$ cat src/rtl/clk_div_gen_if.sv
// Control and status bundle for the programmable clock divider.
// The master drives the divisor controls; the slave (divider) returns its registered state.
interface clk_div_gen_if #(
   parameter int unsigned CNT_W = 8
);
   logic             en;
   logic [CNT_W-1:0] div_in;
   logic             div_load;
   logic             dclk;
   logic             tick;
   logic [CNT_W-1:0] counter;
   logic [CNT_W-1:0] div_cur;
   logic             pending;
   logic             load_err;

   modport master (
      output en, div_in, div_load,
      input  dclk, tick, counter, div_cur, pending, load_err
   );

   modport slave (
      input  en, div_in, div_load,
      output dclk, tick, counter, div_cur, pending, load_err
   );
endinterface

$ cat src/rtl/clk_div_gen.sv
// Runtime-programmable integer clock divider with near-50% duty dclk and a per-period tick.
// A new divisor takes effect only at a period boundary, so no runt phase is produced.
module clk_div_gen #(
   parameter int unsigned CNT_W   = 8,
   parameter int unsigned DEF_DIV = 2
) (
   input logic          clk_small,
   input logic          rst,
   clk_div_gen_if.slave bus
);
   localparam logic [CNT_W-1:0] DefDiv = CNT_W'(DEF_DIV);

   logic [CNT_W-1:0] cnt_q, cnt_d;
   logic [CNT_W-1:0] cur_q, cur_d;
   logic [CNT_W-1:0] nxt_q, nxt_d;
   logic             dclk_q, dclk_d;
   logic             tick_q, tick_d;
   logic             pend_q, pend_d;
   logic             err_q, err_d;

   logic             load_ok;
   logic             wrap;
   logic [CNT_W-1:0] div_new;
   logic [CNT_W:0]   half;

   always_comb begin
      load_ok = bus.div_load && (bus.div_in != '0);
      wrap    = bus.en && (cnt_q == cur_q - 1'b1);

      cnt_d   = cnt_q;
      dclk_d  = dclk_q;
      tick_d  = 1'b0;
      cur_d   = cur_q;
      nxt_d   = nxt_q;
      pend_d  = pend_q;
      err_d   = bus.div_load && (bus.div_in == '0);
      div_new = cur_q;

      // A load landing on the wrap cycle beats any older pending divisor
      if (wrap) begin
         if (load_ok) begin
            div_new = bus.div_in;
         end else if (pend_q) begin
            div_new = nxt_q;
         end
         cur_d  = div_new;
         pend_d = 1'b0;
      end else if (load_ok) begin
         nxt_d  = bus.div_in;
         pend_d = 1'b1;
      end

      half = ({1'b0, div_new} + (CNT_W + 1)'(1)) >> 1;

      if (bus.en) begin
         cnt_d  = wrap ? '0 : cnt_q + 1'b1;
         dclk_d = ({1'b0, cnt_d} < half);
         tick_d = (cnt_d == '0);
      end
   end

   always_ff @(posedge clk_small) begin
      if (!rst) begin
         cnt_q  <= DefDiv - 1'b1;
         cur_q  <= DefDiv;
         nxt_q  <= DefDiv;
         dclk_q <= 1'b0;
         tick_q <= 1'b0;
         pend_q <= 1'b0;
         err_q  <= 1'b0;
      end else begin
         cnt_q  <= cnt_d;
         cur_q  <= cur_d;
         nxt_q  <= nxt_d;
         dclk_q <= dclk_d;
         tick_q <= tick_d;
         pend_q <= pend_d;
         err_q  <= err_d;
      end
   end

   assign bus.dclk     = dclk_q;
   assign bus.tick     = tick_q;
   assign bus.counter  = cnt_q;
   assign bus.div_cur  = cur_q;
   assign bus.pending  = pend_q;
   assign bus.load_err = err_q;
endmodule

$ cat src/flat_wrapper.sv
// flat-port wrapper written by rule: the top's interface ports become plain ports
module clk_div_gen_flat 
#(
   parameter int unsigned CNT_W   = 8,
   parameter int unsigned DEF_DIV = 2
)
  (clk_small, rst, bus_en, bus_div_in, bus_div_load, bus_dclk, bus_tick, bus_counter, bus_div_cur, bus_pending, bus_load_err);
  clk_div_gen_if #(.CNT_W(CNT_W)) bus_i ();
  input logic clk_small;
  input logic rst;
  input wire logic [$bits(bus_i.en)-1:0] bus_en;
  input wire logic [$bits(bus_i.div_in)-1:0] bus_div_in;
  input wire logic [$bits(bus_i.div_load)-1:0] bus_div_load;
  output wire logic [$bits(bus_i.dclk)-1:0] bus_dclk;
  output wire logic [$bits(bus_i.tick)-1:0] bus_tick;
  output wire logic [$bits(bus_i.counter)-1:0] bus_counter;
  output wire logic [$bits(bus_i.div_cur)-1:0] bus_div_cur;
  output wire logic [$bits(bus_i.pending)-1:0] bus_pending;
  output wire logic [$bits(bus_i.load_err)-1:0] bus_load_err;
  assign bus_i.en = bus_en;
  assign bus_i.div_in = bus_div_in;
  assign bus_i.div_load = bus_div_load;
  assign bus_dclk = bus_i.dclk;
  assign bus_tick = bus_i.tick;
  assign bus_counter = bus_i.counter;
  assign bus_div_cur = bus_i.div_cur;
  assign bus_pending = bus_i.pending;
  assign bus_load_err = bus_i.load_err;
  clk_div_gen #(.CNT_W(CNT_W), .DEF_DIV(DEF_DIV)) u_core (.clk_small(clk_small), .rst(rst), .bus(bus_i));
endmodule
$ cat config.mk
export PLATFORM = sky130hd
export DESIGN_NAME = clk_div_gen_flat
export DESIGN_NICKNAME = d
export VERILOG_FILES = /design/src/rtl/clk_div_gen_if.sv /design/src/rtl/clk_div_gen.sv /design/src/flat_wrapper.sv
export SDC_FILE = /design/constraint.sdc
export NUM_CORES = 1
export LEC_CHECK = 0
export ABC_CLOCK_PERIOD_IN_PS = 4330
export BUFFER_PORTS_ARGS = -buffer_cell sky130_fd_sc_hd__buf_2
export CORE_ASPECT_RATIO = 1.2
export CORE_MARGIN = 2
export CORE_UTILIZATION = 28
export CTS_CLUSTER_DIAMETER = 120
export DETAILED_ROUTE_END_ITERATION = 10
export PLACE_DENSITY = 0.52
export SETUP_SLACK_MARGIN = 0.2
export SLEW_MARGIN = 10
export SYNTH_ARGS = -nofsm -noshare
export SYNTH_HDL_FRONTEND = slang
export SYNTH_SLANG_ARGS = --single-unit
$ cat constraint.sdc
create_clock -name clk_small -period 4.33 [get_ports clk_small]
set_clock_uncertainty 0.1 [all_clocks]
set_input_delay 0.6495 -clock clk_small [delete_from_list [all_inputs] [get_ports clk_small]]
set_output_delay 0.6495 -clock clk_small [all_outputs]
set_load 0.02 [all_outputs]
======== Word-level counts from Yosys, hierarchy flattened ========
Cells that the tools add are included.
operators by class
  $add $sub $neg .......................... 3
  magnitude comparators ................... 1
  eq/ne operators ......................... 1
  muxes and demuxes ....................... 4
  bitwise gates (word level) .............. 2
  reductions and logical operators ........ 9
operators with widths
  operator             count
  $mux 8               4
  $logic_not 8->1      2
  $add 8x1->9 const B  1
  $add 8x1->8 const B  1
  $eq 8x8->1           1
  $lt 8x8->1           1
  $reduce_bool 8->1    1
  $sub 8x1->8 const B  1
  $reduce_and 2->1     2
  $logic_and 1x1->1    3
  $not 1->1            2
  $reduce_or 2->1      1
word-level totals
  bits in registers ....................... 28

======== Logic depth before layout (Yosys ltp) ========
  word-level depth ........................ 6
  depth in mapped cells ................... 19

======== Worst setup path before layout ========
Ideal clock, no wire load.
  path kind ............................... flip-flop to flip-flop
  from .................................... register u_core.cur_q[0], in the netlist u_core.bus.div_cur[0]
  to ...................................... register u_core.dclk_q, in the netlist u_core.bus.dclk
  arrival time ............................ 3,406 ps
  slack ................................... 692 ps
  cell stages (with the launch flop) ...... 18
  path buffers ............................ 1
  clock period less this slack ............ 3,638 ps
  path through ............................ dfxtp_1 inv_1 ha_1 nor2b_1 or3_1 a31oi_4 and3_1 buf_4 a22oi_2 inv_1 ha_1 inv_1 nor4_4 nand3b_1 ha_1 nand4_1 o311ai_1 o21ai_0
on the way
  word-level cells in the longest chain between the ends .. 6
RTL lines
  what                    line               source
  start, declared         clk_div_gen.sv:14  logic [CNT_W-1:0] cur_q, cur_d;
  start signal, assigned  clk_div_gen.sv:65  cur_q <= DefDiv;
  start signal, assigned  clk_div_gen.sv:73  cur_q <= cur_d;
  $sub 8x1->8             clk_div_gen.sv:28  wrap = bus.en && (cnt_q == cur_q - 1'b1);
  $eq 8x8->1              clk_div_gen.sv:28
  $logic_and 1x1->1       clk_div_gen.sv:28
  $mux 8                  n/a
  $add 8x1->9             clk_div_gen.sv:53  half = ({1'b0, div_new} + (CNT_W + 1)'(1)) >> 1;
  $lt 8x8->1 *            clk_div_gen.sv:57  dclk_d = ({1'b0, cnt_d} < half);
  end signal, assigned    clk_div_gen.sv:75  dclk_q <= dclk_d;
  end, declared           clk_div_gen.sv:16  logic dclk_q, dclk_d;
Every way passes the cells marked *; elsewhere a longest branch is shown, timed or not.
A chain may end at the register's enable or synchronous reset.

======== Final worst setup path ========
  from .................................... register u_core.cur_q[1], in the netlist u_core.bus.div_cur[1]
  to ...................................... register u_core.dclk_q, in the netlist u_core.bus.dclk
Same word-level chain as after synthesis.

==> flow_summary.json <==
{
  "combinationalPowerShare_pct": 56.7,
  "power.share.clock_pct": 13.8,
  "min_path_type": "register to register",
  "area_delta_synth_final_pct": 14.6,
  "final_hold_viol_count": 0,
  "layout_commonest_cell": "sky130_fd_sc_hd__buf_2",
  "first_global_vias": 1699,
  "postSynthAreaPerCell_um2": 8.88,
  "cts_buffer_depth": 2,
  "root_buffer_selected_by_cts": "sky130_fd_sc_hd__clkbuf_8",
  "timing.final.crit_share_pct": 85.9,
  "total_power_w": 0.00121,
  "cp-start-kind": "register",
  "timing_worst_setup_path_type": "register to register",
  "htreeDepth": 1,
  "tritonroute_pass_1_iters": 4,
  "leakagePower_nw": 0.958,
  "die_area_um2": 7630,
  "number_of_nets_in_the_layout": 268,
  "globalplace.congestion": 0.797,
  "cell_chain_critical_path": "inv_1, ha_1, nor2b_1, or3_1, a31oi_4, and3_2, a22oi_2, inv_1, ha_1, inv_1, nor4_4, nand3b_1, ha_1, nand4_1, o311ai_1, o21ai_0",
  "endpoint_kind": "register",
  "most_frequent_cells_in_the_layout": "31 x sky130_fd_sc_hd__buf_2, 28 x sky130_fd_sc_hd__dfxtp_1, 18 x sky130_fd_sc_hd__nand2_1",
  "die_width_um": 80.1,
  "synth.yosys.seq_area_share_pct": 28.8,
  "drt.antenna.violating_nets": 0,
  "power.switching_w": 0.000546,
  "vias_per_cell": 4.80,
  "drt_wl_total_um": 4530,
  "cpPeakStageDelay_ns": 0.44,
  "finalSetupViolCount": 0,
  "grtUsageTotal_pct": 13.0,
  "ys_seq_elements": 28,
  "timing.critical_path.required_ns": 4.40,
  "cts_tree": "yes",
  "drt_iter0_markers": 69,
  "post_synth_inst_count": 219,
  "global_route_wire_length_before_repair_um": 7950,
  "ys.warnings.count": 0,
  "antenna_found_initial": 0,
  "status": "finished clean",
  "fillerInstances": 729,
  "power_frac_seq_pct": 29.4,
  "globalRoute.totalOverflow": 0,
  "slew_headroom_pct": 69.0,
  "multi_input_area_um2": 1300,
  "max-vdd-ir-drop_uv": 205,
  "fin_area_um2": 2230,
  "maximum_fanout_along_the_worst_path": 5,
  "drt-wirelength-per-cell_um": 13.7,
  "power.density_cell_area_nw_per_um2": 545,
  "post_synth_num_cell_types": 48,
  "ctsHoldBuffers": 0,
  "cp_top_family": "simple AND/OR/NAND/NOR gates",
  "tritoncts.num_buffers": 3,
  "drc_violation_count_after_routing": 0,
  "mappedNetlistNets": 241,
  "placementRows": 33,
  "register_area_um2": 561,
  "io-pin-count": 32,
  "grt_setup_unrepaired": "no",
  "achievable-frequency_mhz": 269,
  "timing.max_cap.violations": 0,
  "power_switching_share_pct": 45.0,
  "reg2regPathDepth": 16,
  "core_area_um2": 6770,
  "drt-met1-wl_um": 2080,
  "cts.clk_slew.worst_paths_ns": 0.10,
  "synth_edf_count": 0,
  "final_layout_size_suffix_gt1_share_pct": 21.6,
  "r2r_slack_ns": 0.61,
  "wl_met3_um": 153,
  "start_util_pct": 28.7,
  "final_critical_path_time_including_i_o_delays_and_setup_ns": 3.72,
  "report.final.slew_viol_count": 0,
  "cp.buffers_inverters": 3,
  "io_buffers": 31,
  "async_flop_share_pct": 0,
  "timing_worst_slew_pin_value_ns": 0.465,
  "fin_setup_tns_ns": 0,
  "placed_cell_area_um2": 2170,
  "timing.critical_path.slowest_stage_cell": "sky130_fd_sc_hd__dfxtp_1",
  "largest_net_degree_at_the_start_of_global_routing": 29,
  "post_synthesis_cell_area_um2": 1940,
  "worstHoldPathCells": 2,
  "floorplan.die.height_um": 95.3,
  "worst-path-stages": 16,
  "placed_wire_length_estimate_after_detailed_placement_um": 3500,
  "dr_wl_met2_um": 2250,
  "top_layer_used": "met4",
  "clkSinkCount": 28,
  "routed-via-count": 1595,
  "diode_count": 0,
  "clock_insertion_delay_worst_skew_ns": 0.28,
  "arrival_ns": 3.79,
  "ys_dominant_reg_cell": "sky130_fd_sc_hd__dfxtp_1",
  "internal_power_w": 0.000668
}
## metal layers
metal / vias to the layer above / track usage, %
met5: - / 0
met4: 0 / 3.53
met3: 4 / 1.70
met2: 25 / 23.1
met1: 746 / 16.3
li1: 820 / -
## worst reg2reg max path, delay by kind of cell, from the launching register on
family                     cells  cell delay (ns)
DFF                            1             0.44
buffers and inverters          3             0.23
adders and majority gates      3             0.67
AOI/OAI and AO/OA              4             0.73
and+or+nand+nor                6             1.46
## registers in the layout (all words and copies together), names as in the netlist
signal,cells
u_core.bus.load_err,1
u_core.bus.pending,1
u_core.bus.counter,8
u_core.bus.dclk,1
u_core.nxt_q,8
u_core.bus.div_cur,8
u_core.bus.tick,1
## metrics by stage
step | instances | hold slack (ns) | util (%) | setup WS [ns]
4_1_cts | 332 | 0.368 | 32.9 | 0.465
2_1_floorplan | 219 | 0.343 | - | 0.692
5_1_grt | 332 | 0.402 | 32.9 | 0.276
6_report | 332 | 0.368 | 32.9 | 0.609
3_5_place_dp | 328 | 0.353 | 32.1 | 0.344
3_3_place_gp | 328 | 0.361 | 32.1 | 0.427
## final cells by class
cell class,instances,share of cell area [%]
timing repair buffer,34,7.97
clock buffer,4,2.47
sequential,28,25.2
multi-input combinational,173,58.5
tap,87,4.88
inverter,6,1.01
## kinds of logic (layout without fill, tap and decap cells)
group	after synthesis	after routing	share of synthesized area, %
multiplexers	10	10	5.15
AO/OA/AOI/OAI	41	41	17.5
flip-flops	28	28	28.8
buffers and inverters	18	44	4.18
adder cells (fa/ha/maj)	10	10	6.44
XOR/XNOR	21	21	9.46
AND/OR/NAND/NOR	91	91	28.4
## power groups by stage
stage | clock network (W) | logic [W] | registers [W]
6_report | 0.000168 | 0.000689 | 0.000357
5_1_grt | 0.000186 | 0.000780 | 0.000366
4_1_cts | 0.000178 | 0.000695 | 0.000358
3_5_place_dp | 0 | 0.000690 | 0.000364
3_3_place_gp | 0 | 0.000680 | 0.000365
2_1_floorplan | 0 | 0.000515 | 0.000384
## path summary, 6_finish.rpt
| check | end | start |
|---|---|---|
| worst max-delay path | u_core.bus.dclk | u_core.bus.div_cur[1] |
| worst min-delay path | u_core.bus.dclk | u_core.bus.dclk |
| worst max register to register | u_core.bus.dclk | u_core.bus.div_cur[1] |
| worst min register to register | u_core.bus.dclk | u_core.bus.dclk |
## timing repair
| item | in CTS | in global routing |
|---|---|---|
| gates resized for setup | 0 | 1 |
| buffers inserted | 0 | 0 |
| setup endpoints to repair | 0 | 1 |
| endpoints found under the hold margin | 0 | 0 |
## synth_stat cells (2+ instances only)
master / instances / area (um^2)
sky130_fd_sc_hd__a21boi_0: 4 / 30.0
sky130_fd_sc_hd__a21oi_1: 6 / 30.0
sky130_fd_sc_hd__a22o_1: 3 / 26.3
sky130_fd_sc_hd__a22oi_1: 6 / 45.0
sky130_fd_sc_hd__a22oi_2: 2 / 25.0
sky130_fd_sc_hd__a31oi_1: 3 / 18.8
sky130_fd_sc_hd__and2_1: 6 / 37.5
sky130_fd_sc_hd__and3_1: 5 / 31.3
sky130_fd_sc_hd__buf_2: 5 / 25.0
sky130_fd_sc_hd__buf_4: 2 / 15.0
sky130_fd_sc_hd__clkbuf_1: 5 / 18.8
sky130_fd_sc_hd__dfxtp_1: 28 / 561
sky130_fd_sc_hd__ha_1: 10 / 125
sky130_fd_sc_hd__inv_1: 6 / 22.5
sky130_fd_sc_hd__mux2i_1: 10 / 100
sky130_fd_sc_hd__nand2_1: 18 / 67.6
sky130_fd_sc_hd__nand2b_1: 2 / 12.5
sky130_fd_sc_hd__nand3_1: 5 / 25.0
sky130_fd_sc_hd__nand3b_1: 4 / 30.0
sky130_fd_sc_hd__nor2_1: 12 / 45.0
sky130_fd_sc_hd__nor2b_1: 17 / 106
sky130_fd_sc_hd__nor3_1: 5 / 25.0
sky130_fd_sc_hd__nor3b_1: 2 / 15.0
sky130_fd_sc_hd__nor4_1: 2 / 12.5
sky130_fd_sc_hd__o21ai_0: 8 / 40.0
sky130_fd_sc_hd__or3_1: 2 / 12.5
sky130_fd_sc_hd__xnor2_1: 10 / 87.6
sky130_fd_sc_hd__xor2_1: 11 / 96.3
(Power assumes the default switching activity.)
